File: src/rtl/acs_pipe_array.sv
// Systolic add-compare-select array for the 4-state K=3 (7,5) Viterbi decoder.
// One block of DEPTH symbol pairs enters per cycle; its metrics and survivors leave DEPTH cycles later.
module acs_pipe_array #(
  parameter int unsigned DEPTH       = 8,
  parameter int unsigned PM_W        = 7,
  parameter bit          START_KNOWN = 1'b1,
  parameter int unsigned INIT        = 16
) (
  input  logic                 clk,
  input  logic                 rst,
  input  logic                 in_valid,
  input  logic [2*DEPTH-1:0]   sym_in,
  output logic                 out_valid,
  output logic [4*PM_W-1:0]    pm_out,
  output logic [4*DEPTH-1:0]   path_out,
  output logic [1:0]           best_state,
  output logic [DEPTH-1:0]     best_path
);

  // Symbol k owns a k-entry delay chain starting at bit k*(k-1).
  localparam int unsigned SkewW   = DEPTH * (DEPTH - 1);
  // Stage k keeps k+1 survivor bits per state, packed from bit 2*k*(k+1).
  localparam int unsigned PathW   = 2 * DEPTH * (DEPTH + 1);
  localparam int unsigned LastOff = 2 * (DEPTH - 1) * DEPTH;
  localparam int unsigned SumW    = PM_W + 1;
  localparam logic [PM_W-1:0] SeedPm = START_KNOWN ? PM_W'(INIT) : '0;

  function automatic logic [1:0] branch_metric(logic [1:0] sym, logic u, logic p1, logic p0);
    logic [1:0] diff;
    diff = sym ^ {u ^ p1 ^ p0, u ^ p0};
    return {diff[1] & diff[0], diff[1] ^ diff[0]};
  endfunction

  function automatic logic [PM_W-1:0] sat_add(logic [PM_W-1:0] pm, logic [1:0] bm);
    logic [PM_W:0] sum;
    sum = {1'b0, pm} + SumW'(bm);
    return sum[PM_W] ? '1 : sum[PM_W-1:0];
  endfunction

  logic [SkewW-1:0]                  skew_q, skew_d;
  logic [DEPTH-1:0][3:0][PM_W-1:0]   pm_q, pm_d;
  logic [PathW-1:0]                  path_q, path_d;
  logic [DEPTH-1:0]                  vld_q, vld_d;

  always_comb begin
    skew_d = '0;
    for (int k = 1; k < DEPTH; k++) begin
      skew_d[k*(k-1) +: 2] = sym_in[2*k +: 2];
      for (int j = 1; j < k; j++) begin
        skew_d[k*(k-1) + 2*j +: 2] = skew_q[k*(k-1) + 2*(j-1) +: 2];
      end
    end
  end

  assign vld_d = {vld_q[DEPTH-2:0], in_valid};

  logic [3:0][PM_W-1:0] pm_prev, pm_sel;
  logic [1:0]           sym_k;
  logic [3:0]           sel_odd;
  logic [PM_W-1:0]      cand_even, cand_odd;
  logic                 norm;
  int                   kp, pred, cur_off, prev_off;

  always_comb begin
    pm_d      = '0;
    path_d    = '0;
    pm_prev   = '0;
    pm_sel    = '0;
    sym_k     = '0;
    sel_odd   = '0;
    cand_even = '0;
    cand_odd  = '0;
    norm      = 1'b0;
    kp        = 0;
    pred      = 0;
    cur_off   = 0;
    prev_off  = 0;
    for (int k = 0; k < DEPTH; k++) begin
      kp = (k == 0) ? 0 : k - 1;
      if (k == 0) begin
        sym_k   = sym_in[1:0];
        pm_prev = {SeedPm, SeedPm, SeedPm, {PM_W{1'b0}}};
      end else begin
        sym_k   = skew_q[kp*(kp+3) +: 2];
        pm_prev = pm_q[kp];
      end
      // New state n = {u, p1}; its predecessors are {p1, 0} and {p1, 1}.
      for (int n = 0; n < 4; n++) begin
        cand_even  = sat_add(pm_prev[{n[0], 1'b0}], branch_metric(sym_k, n[1], n[0], 1'b0));
        cand_odd   = sat_add(pm_prev[{n[0], 1'b1}], branch_metric(sym_k, n[1], n[0], 1'b1));
        sel_odd[n] = cand_odd < cand_even;
        pm_sel[n]  = sel_odd[n] ? cand_odd : cand_even;
      end
      norm = pm_sel[0][PM_W-1] & pm_sel[1][PM_W-1] & pm_sel[2][PM_W-1] & pm_sel[3][PM_W-1];
      for (int n = 0; n < 4; n++) begin
        pm_d[k][n] = norm ? {1'b0, pm_sel[n][PM_W-2:0]} : pm_sel[n];
      end
      cur_off  = 2 * k * (k + 1);
      prev_off = 2 * kp * (kp + 1);
      for (int n = 0; n < 4; n++) begin
        pred = int'({n[0], sel_odd[n]});
        path_d[cur_off + n*(k+1)] = n[1];
        for (int b = 1; b <= k; b++) begin
          path_d[cur_off + n*(k+1) + b] = path_q[prev_off + pred*k + b - 1];
        end
      end
    end
  end

  always_ff @(posedge clk or posedge rst) begin
    if (rst) begin
      skew_q <= '0;
      pm_q   <= '0;
      path_q <= '0;
      vld_q  <= '0;
    end else begin
      skew_q <= skew_d;
      pm_q   <= pm_d;
      path_q <= path_d;
      vld_q  <= vld_d;
    end
  end

  assign out_valid = vld_q[DEPTH-1];
  assign pm_out    = pm_q[DEPTH-1];
  assign path_out  = path_q[LastOff +: 4*DEPTH];

  // Strict compare keeps the lowest state index on a metric tie.
  always_comb begin
    best_state = 2'd0;
    for (int s = 1; s < 4; s++) begin
      if (pm_q[DEPTH-1][s] < pm_q[DEPTH-1][best_state]) best_state = 2'(s);
    end
    best_path = path_q[LastOff + int'(best_state)*DEPTH +: DEPTH];
  end

endmodule
File: config.mk
export PLATFORM = sky130hd
export DESIGN_NAME = acs_pipe_array
export DESIGN_NICKNAME = d
export VERILOG_FILES = /design/src/rtl/acs_pipe_array.sv
export SDC_FILE = /design/constraint.sdc
export NUM_CORES = 1
export LEC_CHECK = 0
export CORE_ASPECT_RATIO = 0.6
export CORE_MARGIN = 2
export CORE_UTILIZATION = 30
export DETAILED_ROUTE_END_ITERATION = 7
export GPL_ROUTABILITY_DRIVEN = 0
export PLACE_DENSITY = 0.55
export SLEW_MARGIN = 25
export SYNTH_ARGS = -nofsm -noshare
export SYNTH_HDL_FRONTEND = slang
export SYNTH_SLANG_ARGS = --single-unit
File: constraint.sdc
create_clock -name clk -period 10.8 [get_ports clk]
set_input_delay 1.08 -clock clk [delete_from_list [all_inputs] [get_ports clk]]
set_output_delay 1.08 -clock clk [all_outputs]
set_load 0.03 [all_outputs]
Yosys cells after proc, flatten, opt, wreduce, memory -nomap -nowiden
Index checks and enable logic that the tools add are counted.
Word-level totals
  flip-flop bits (word level): 416
  latch bits: 0
  RAM bits: 0
  bits in read-only memories: 0
  bits of input ports: 19
  output and inout bits: 71
  word-level logic and storage cells: 1089
  memories: 0
Cells by class
  add/sub/neg operators: 309
  multiply operators: 16
  divide/modulo/power cells: 0
  magnitude comparators: 149
  equal/unequal tests: 0
  shift operators: 1
  mux-type cells: 467
  bitwise gates (word level): 112
  reductions and logical operators: 0
Operators by type and width (count)
  $lt A32 B10 Y1 const B: 84
  $sub A32 B2 Y32 const B: 84
  $add A32 B3 Y32 const B: 36
  $bmux W1 S8: 112
  $mux W7: 126
  $add A32 B2 Y32 const B: 24
  $add A32 B4 Y32 const B: 24
  $add A7 B2 Y8: 56
  $lt A7 B7 Y1: 33
  $mux W1: 225
  $shiftx A144 B33 Y8: 1
  $lt A9 B10 Y1 const B: 8
  $sub A8 B1 Y9 const B: 8
  $add A7 B3 Y8 const B: 8
  $and A1 B1 Y1: 56
  $lt A10 B10 Y1 const B: 4
  $lt A6 B10 Y1 const B: 4
  $lt A7 B10 Y1 const B: 4
  $lt A8 B10 Y1 const B: 4
  $sub A9 B1 Y10 const B: 4
  $add A8 B3 Y9 const B: 4
  $sub A7 B1 Y8 const B: 4
  $xor A1 B1 Y1: 32
  $add A6 B3 Y7 const B: 4
  other kinds (32): 105

Depth between registers and ports, before layout
  depth in word-level cells: 12
  mapped depth: 22
  depth with buffers taken out: 20

Least setup slack after synthesis
No wires, ideal clock.
  path type: reg-to-output
  start: register pm_q (netlist bit pm_out[2])
  end: output best_path[0]
  arrival time: 5.151 ns
  data required time: 9.720 ns
  slack: 4.569 ns
  stages on the path, launching flop included: 23
  buffers on the path: 3
  cell sequence: dfrtp_1 inv_1 ha_1 a21o_1 a31oi_1 o21ai_2 clkbuf_1 mux2i_1 ha_1 a21oi_1 o21a_1 nand3_1 mux2i_1 nor2_1 buf_2 clkbuf_1 o21ai_0 ha_1 a2111oi_0 o21ai_0 a211oi_1 o31ai_4 a21boi_0
On the way
  longest elaborated chain between the ends: 12
RTL lines
  start: declaration: RTL line 41  | logic [DEPTH-1:0][3:0][PM_W-1:0] pm_q, pm_d;
  start signal: assignment: RTL line 118  | pm_q <= pm_d;
  $lt A7 B7 Y1: RTL line 132  | if (pm_q[DEPTH-1][s] < pm_q[DEPTH-1][best_state]) best_state = 2'(s);
  $mux W1: RTL line 132
  $bmux W7 S2: RTL line 132
  $mux W7 (not written as such): RTL line 132
  $lt A7 B7 Y1: RTL line 132
  $mux W2: RTL line 132
  $bmux W7 S2: RTL line 132
  $mux W7 (not written as such): RTL line 132
  $lt A7 B7 Y1: RTL line 132
  $mux W2 (*): RTL line 132
  $add A7 B5 Y8 (*): RTL line 134  | best_path = path_q[LastOff + int'(best_state)*DEPTH +: DEPTH];
  $shiftx A144 B33 Y8 (*): RTL line 134
  end: declaration: RTL line 17  | output logic [DEPTH-1:0] best_path
Mark *: on every way between the ends. The rest lies on a longest branch, timed or not. The select of a mux whose other input is x is not followed.

Worst setup path in the final report
  start: register pm_q (netlist bit pm_out[2])
  end: output best_path[1]
The elaborated chain is that of the path after synthesis.

==> impl_metrics.json <==
{
  "final_nets": 2599,
  "dp_cells": 3218,
  "io_pins": 90,
  "crit_required_ps": 9720,
  "start_util": 0.303,
  "antenna_found_initial": 2,
  "clock_skew_ps": 21.8,
  "syn_to_final_growth_pct": 13.0,
  "dr.pass1.iters": 5,
  "cts_tree": "done",
  "multi_input_area_um2": 13000,
  "grt.total_usage": 0.144,
  "synthFlopType": "dfrtp_1",
  "setup_violations": 0,
  "worstSkewPairLatency_ps": 570,
  "met1_usage": 0.232,
  "critPathMaxStageDelay_ps": 720,
  "yosysTopAreaCell": "dfrtp_1",
  "drt_iter0_drc": 1313,
  "row_count": 78,
  "yosysSeqAreaShare": 0.373,
  "grt_pass1_wl_um": 90200,
  "maxSlewViolCount": 0,
  "worst-path-max-fanout": 16,
  "overflow": 0,
  "ys_types": 68,
  "async_reset_ff_frac": 1.00,
  "synth.avg_cell_area_um2": 10.3,
  "relSlewSlack": 0.329,
  "cp-start-kind": "flop",
  "clock_tree.root_cell": "clkbuf_16",
  "cts_setup_buffers": 0,
  "synth_top_area_frac": 0.373,
  "critPathArrivalTime_ps": 6670,
  "portBuffers": 87,
  "clk_pin_slew_worst_paths_ps": 60,
  "dpl.hpwl_um": 45200,
  "postCtsResizedCells": 0,
  "grt_pass1_vias": 15952,
  "htreeDepth": 2,
  "ctsHoldBuffers": 0,
  "period_share": 0.718,
  "critPathCaptureType": "output pin",
  "max_cap_viol_count": 0,
  "cts_buffer_depth": 3,
  "grt_max_degree": 109,
  "rsz0062_at_grt": "false",
  "die_y_um": 218,
  "synth_seq_cells": 341,
  "fillers": 7541,
  "use_met3": 0.0297,
  "route.detailed.drc": 0,
  "crit_path_top_delay_cell": "o21ai_4",
  "drive_above_1_share": 0.105,
  "critPathBufInv": 3,
  "dieArea_um2": 78600,
  "outcome": "finished, final reports clean",
  "cts_buffers": 38,
  "hold_viol": 0,
  "synth.area.top_cells": "dfrtp_1 (37%), ha_1 (15%), mux2_2 (6.6%)",
  "die-width_um": 361,
  "vias": 16042,
  "crit_family": "compound AO/OA/AOI/OAI gates",
  "ff_latch_area_um2": 8530,
  "coreArea_um2": 75500,
  "worstPathCellList": "inv_1 > ha_1 > a31oi_1 > o21ai_4 > mux2i_1 > ha_1 > nand4_1 > o21ai_0 > inv_1 > nor2_1 > o21ai_0 > ha_1 > a2111oi_0 > o21ai_0 > a211oi_1 > o31ai_4 > mux2_2 > clkdlybuf4s50_1",
  "grt_busiest_layer": "met1",
  "routed_wl_um": 56400,
  "tightestPinTransition_ps": 1010,
  "yosys_warnings": 0,
  "max_freq_mhz": 129,
  "ant_nets": 0,
  "setup-tns-final_ps": 0,
  "post_drt_wl_per_cell_um": 17.1,
  "grtUsageMet2": 0.194,
  "synth_edf_count": 0,
  "worst_hold_path_type": "reg2reg",
  "netlist_area_um2": 22900,
  "cts.sinks": 341,
  "vias_per_cell": 4.88,
  "period_minus_slack_ps": 7750,
  "crit_type": "reg2out",
  "finalNonFillerCells": 3289,
  "syn_inst": 2228
}
## worst paths after layout
check / from / end / slack, ps / depth (start not counted)
max reg2reg: skew_q[54] / pm_out[6] / 6110 / 16
max in group asynchronous: rst / pm_q[96] / 7880 / 4
max: pm_out[2] / best_path[1] / 3050 / 18
min in group asynchronous: rst / skew_q[46] / 1040 / 2
min reg2reg: skew_q[8] / skew_q[10] / 350 / 0
min: skew_q[8] / skew_q[10] / 350 / 0
## cells by family after synthesis
family,count (synthesis),synth area share
other,2,0.000328
AOI/OAI and AO/OA,374,0.106
DFF,341,0.373
and+or+nand+nor,567,0.123
muxes,212,0.101
buffers and inverters,298,0.0601
xor gates and xnor gates,112,0.0429
adders and majority gates,322,0.194
## cells in the mapped netlist (all sizes together) (2+ instances only)
cell type  count
nor3          45
and3           5
mux2         139
and4           2
nand4         24
o22ai          9
o31a           5
nand3b         4
and2          27
nand2        151
ha           266
a2111oi        8
nor2         128
a211oi         7
xnor2         51
a21oi        119
nor2b         28
a211o          4
nor3b         10
a21o          66
o211ai         5
mux2i         73
nor4bb         4
o31ai          3
buf           82
conb           2
nand3         74
dfrtp        341
a22oi          3
clkbuf        41
fa            56
or3           16
o2111ai        7
or3b           5
xor2          61
o21ai         74
o21a          34
inv          175
nand4b         4
nand2b        35
a31oi         27
## area by class of cell
type | instances | share of cell area
Antenna cell | 1 | 0.0000968
Clock buffer | 54 | 0.0426
Clock inverter | 16 | 0.0109
Inverter | 175 | 0.0257
Multi-Input combinational cell | 1602 | 0.504
Sequential cell | 341 | 0.330
Tap cell | 1000 | 0.0484
Timing Repair Buffer | 100 | 0.0379
## cells in the final DEF, fill, tap and decap left out, types with 27 or more instances in the layout
master | synthesis | layout
nand3_1 | 74 | 74
dfrtp_1 | 341 | 341
nand2_1 | 151 | 151
and2_1 | 27 | 27
o21a_1 | 34 | 34
nor3_1 | 42 | 42
clkbuf_16 | 0 | 38
clkdlybuf4s50_1 | 0 | 87
xnor2_1 | 51 | 51
nor2b_1 | 28 | 28
a21o_1 | 66 | 66
mux2_2 | 135 | 135
inv_1 | 175 | 174
fa_1 | 56 | 56
nand2b_1 | 35 | 35
a31oi_1 | 27 | 27
a21oi_1 | 115 | 114
xor2_1 | 61 | 61
mux2i_1 | 73 | 73
ha_1 | 266 | 266
nor2_1 | 128 | 128
o21ai_0 | 65 | 65
## sequential cells by signal (all words and copies together), names as in the netlist
name,cells
pm_q,119
path_q,102
skew_q,56
pm_out,28
pm_prev,28
vld_q,8
## through the flow
stage	util	setup WS, ps	area (um2)	hold slack, ps
2_1_floorplan	-	268	22900	331
3_3_place_gp	0.324	3780	24400	332
3_5_place_dp	0.324	3480	24400	335
4_1_cts	0.342	2900	25800	343
5_1_grt	0.342	2650	25900	354
6_report	0.342	3050	25900	346
## worst register-to-register path: stages (launching register included)
cell	delay [ps]
dfrtp_1	380
inv_1	70
ha_1	380
inv_1	110
ha_1	180
inv_1	80
fa_1	390
or2_2	330
nor2_1	140
nand3b_1	80
o21ai_0	130
inv_1	80
ha_1	220
or4_1	500
o22ai_2	740
mux2_2	480
o31a_1	260
## per-layer routing
| metal | wire, um | vias to the layer above | part of all wire |
|---|---|---|---|
| met5 | 0 | - | 0 |
| met3 | 3730 | 51 | 0.066 |
| met1 | 30200 | 7906 | 0.54 |
| met2 | 21800 | 400 | 0.39 |
| met4 | 709 | 0 | 0.013 |
| li1 | - | 7685 | - |
Power is not shown: default switching activity piles up to over one toggle a cycle in this logic, so the estimate is an artifact.
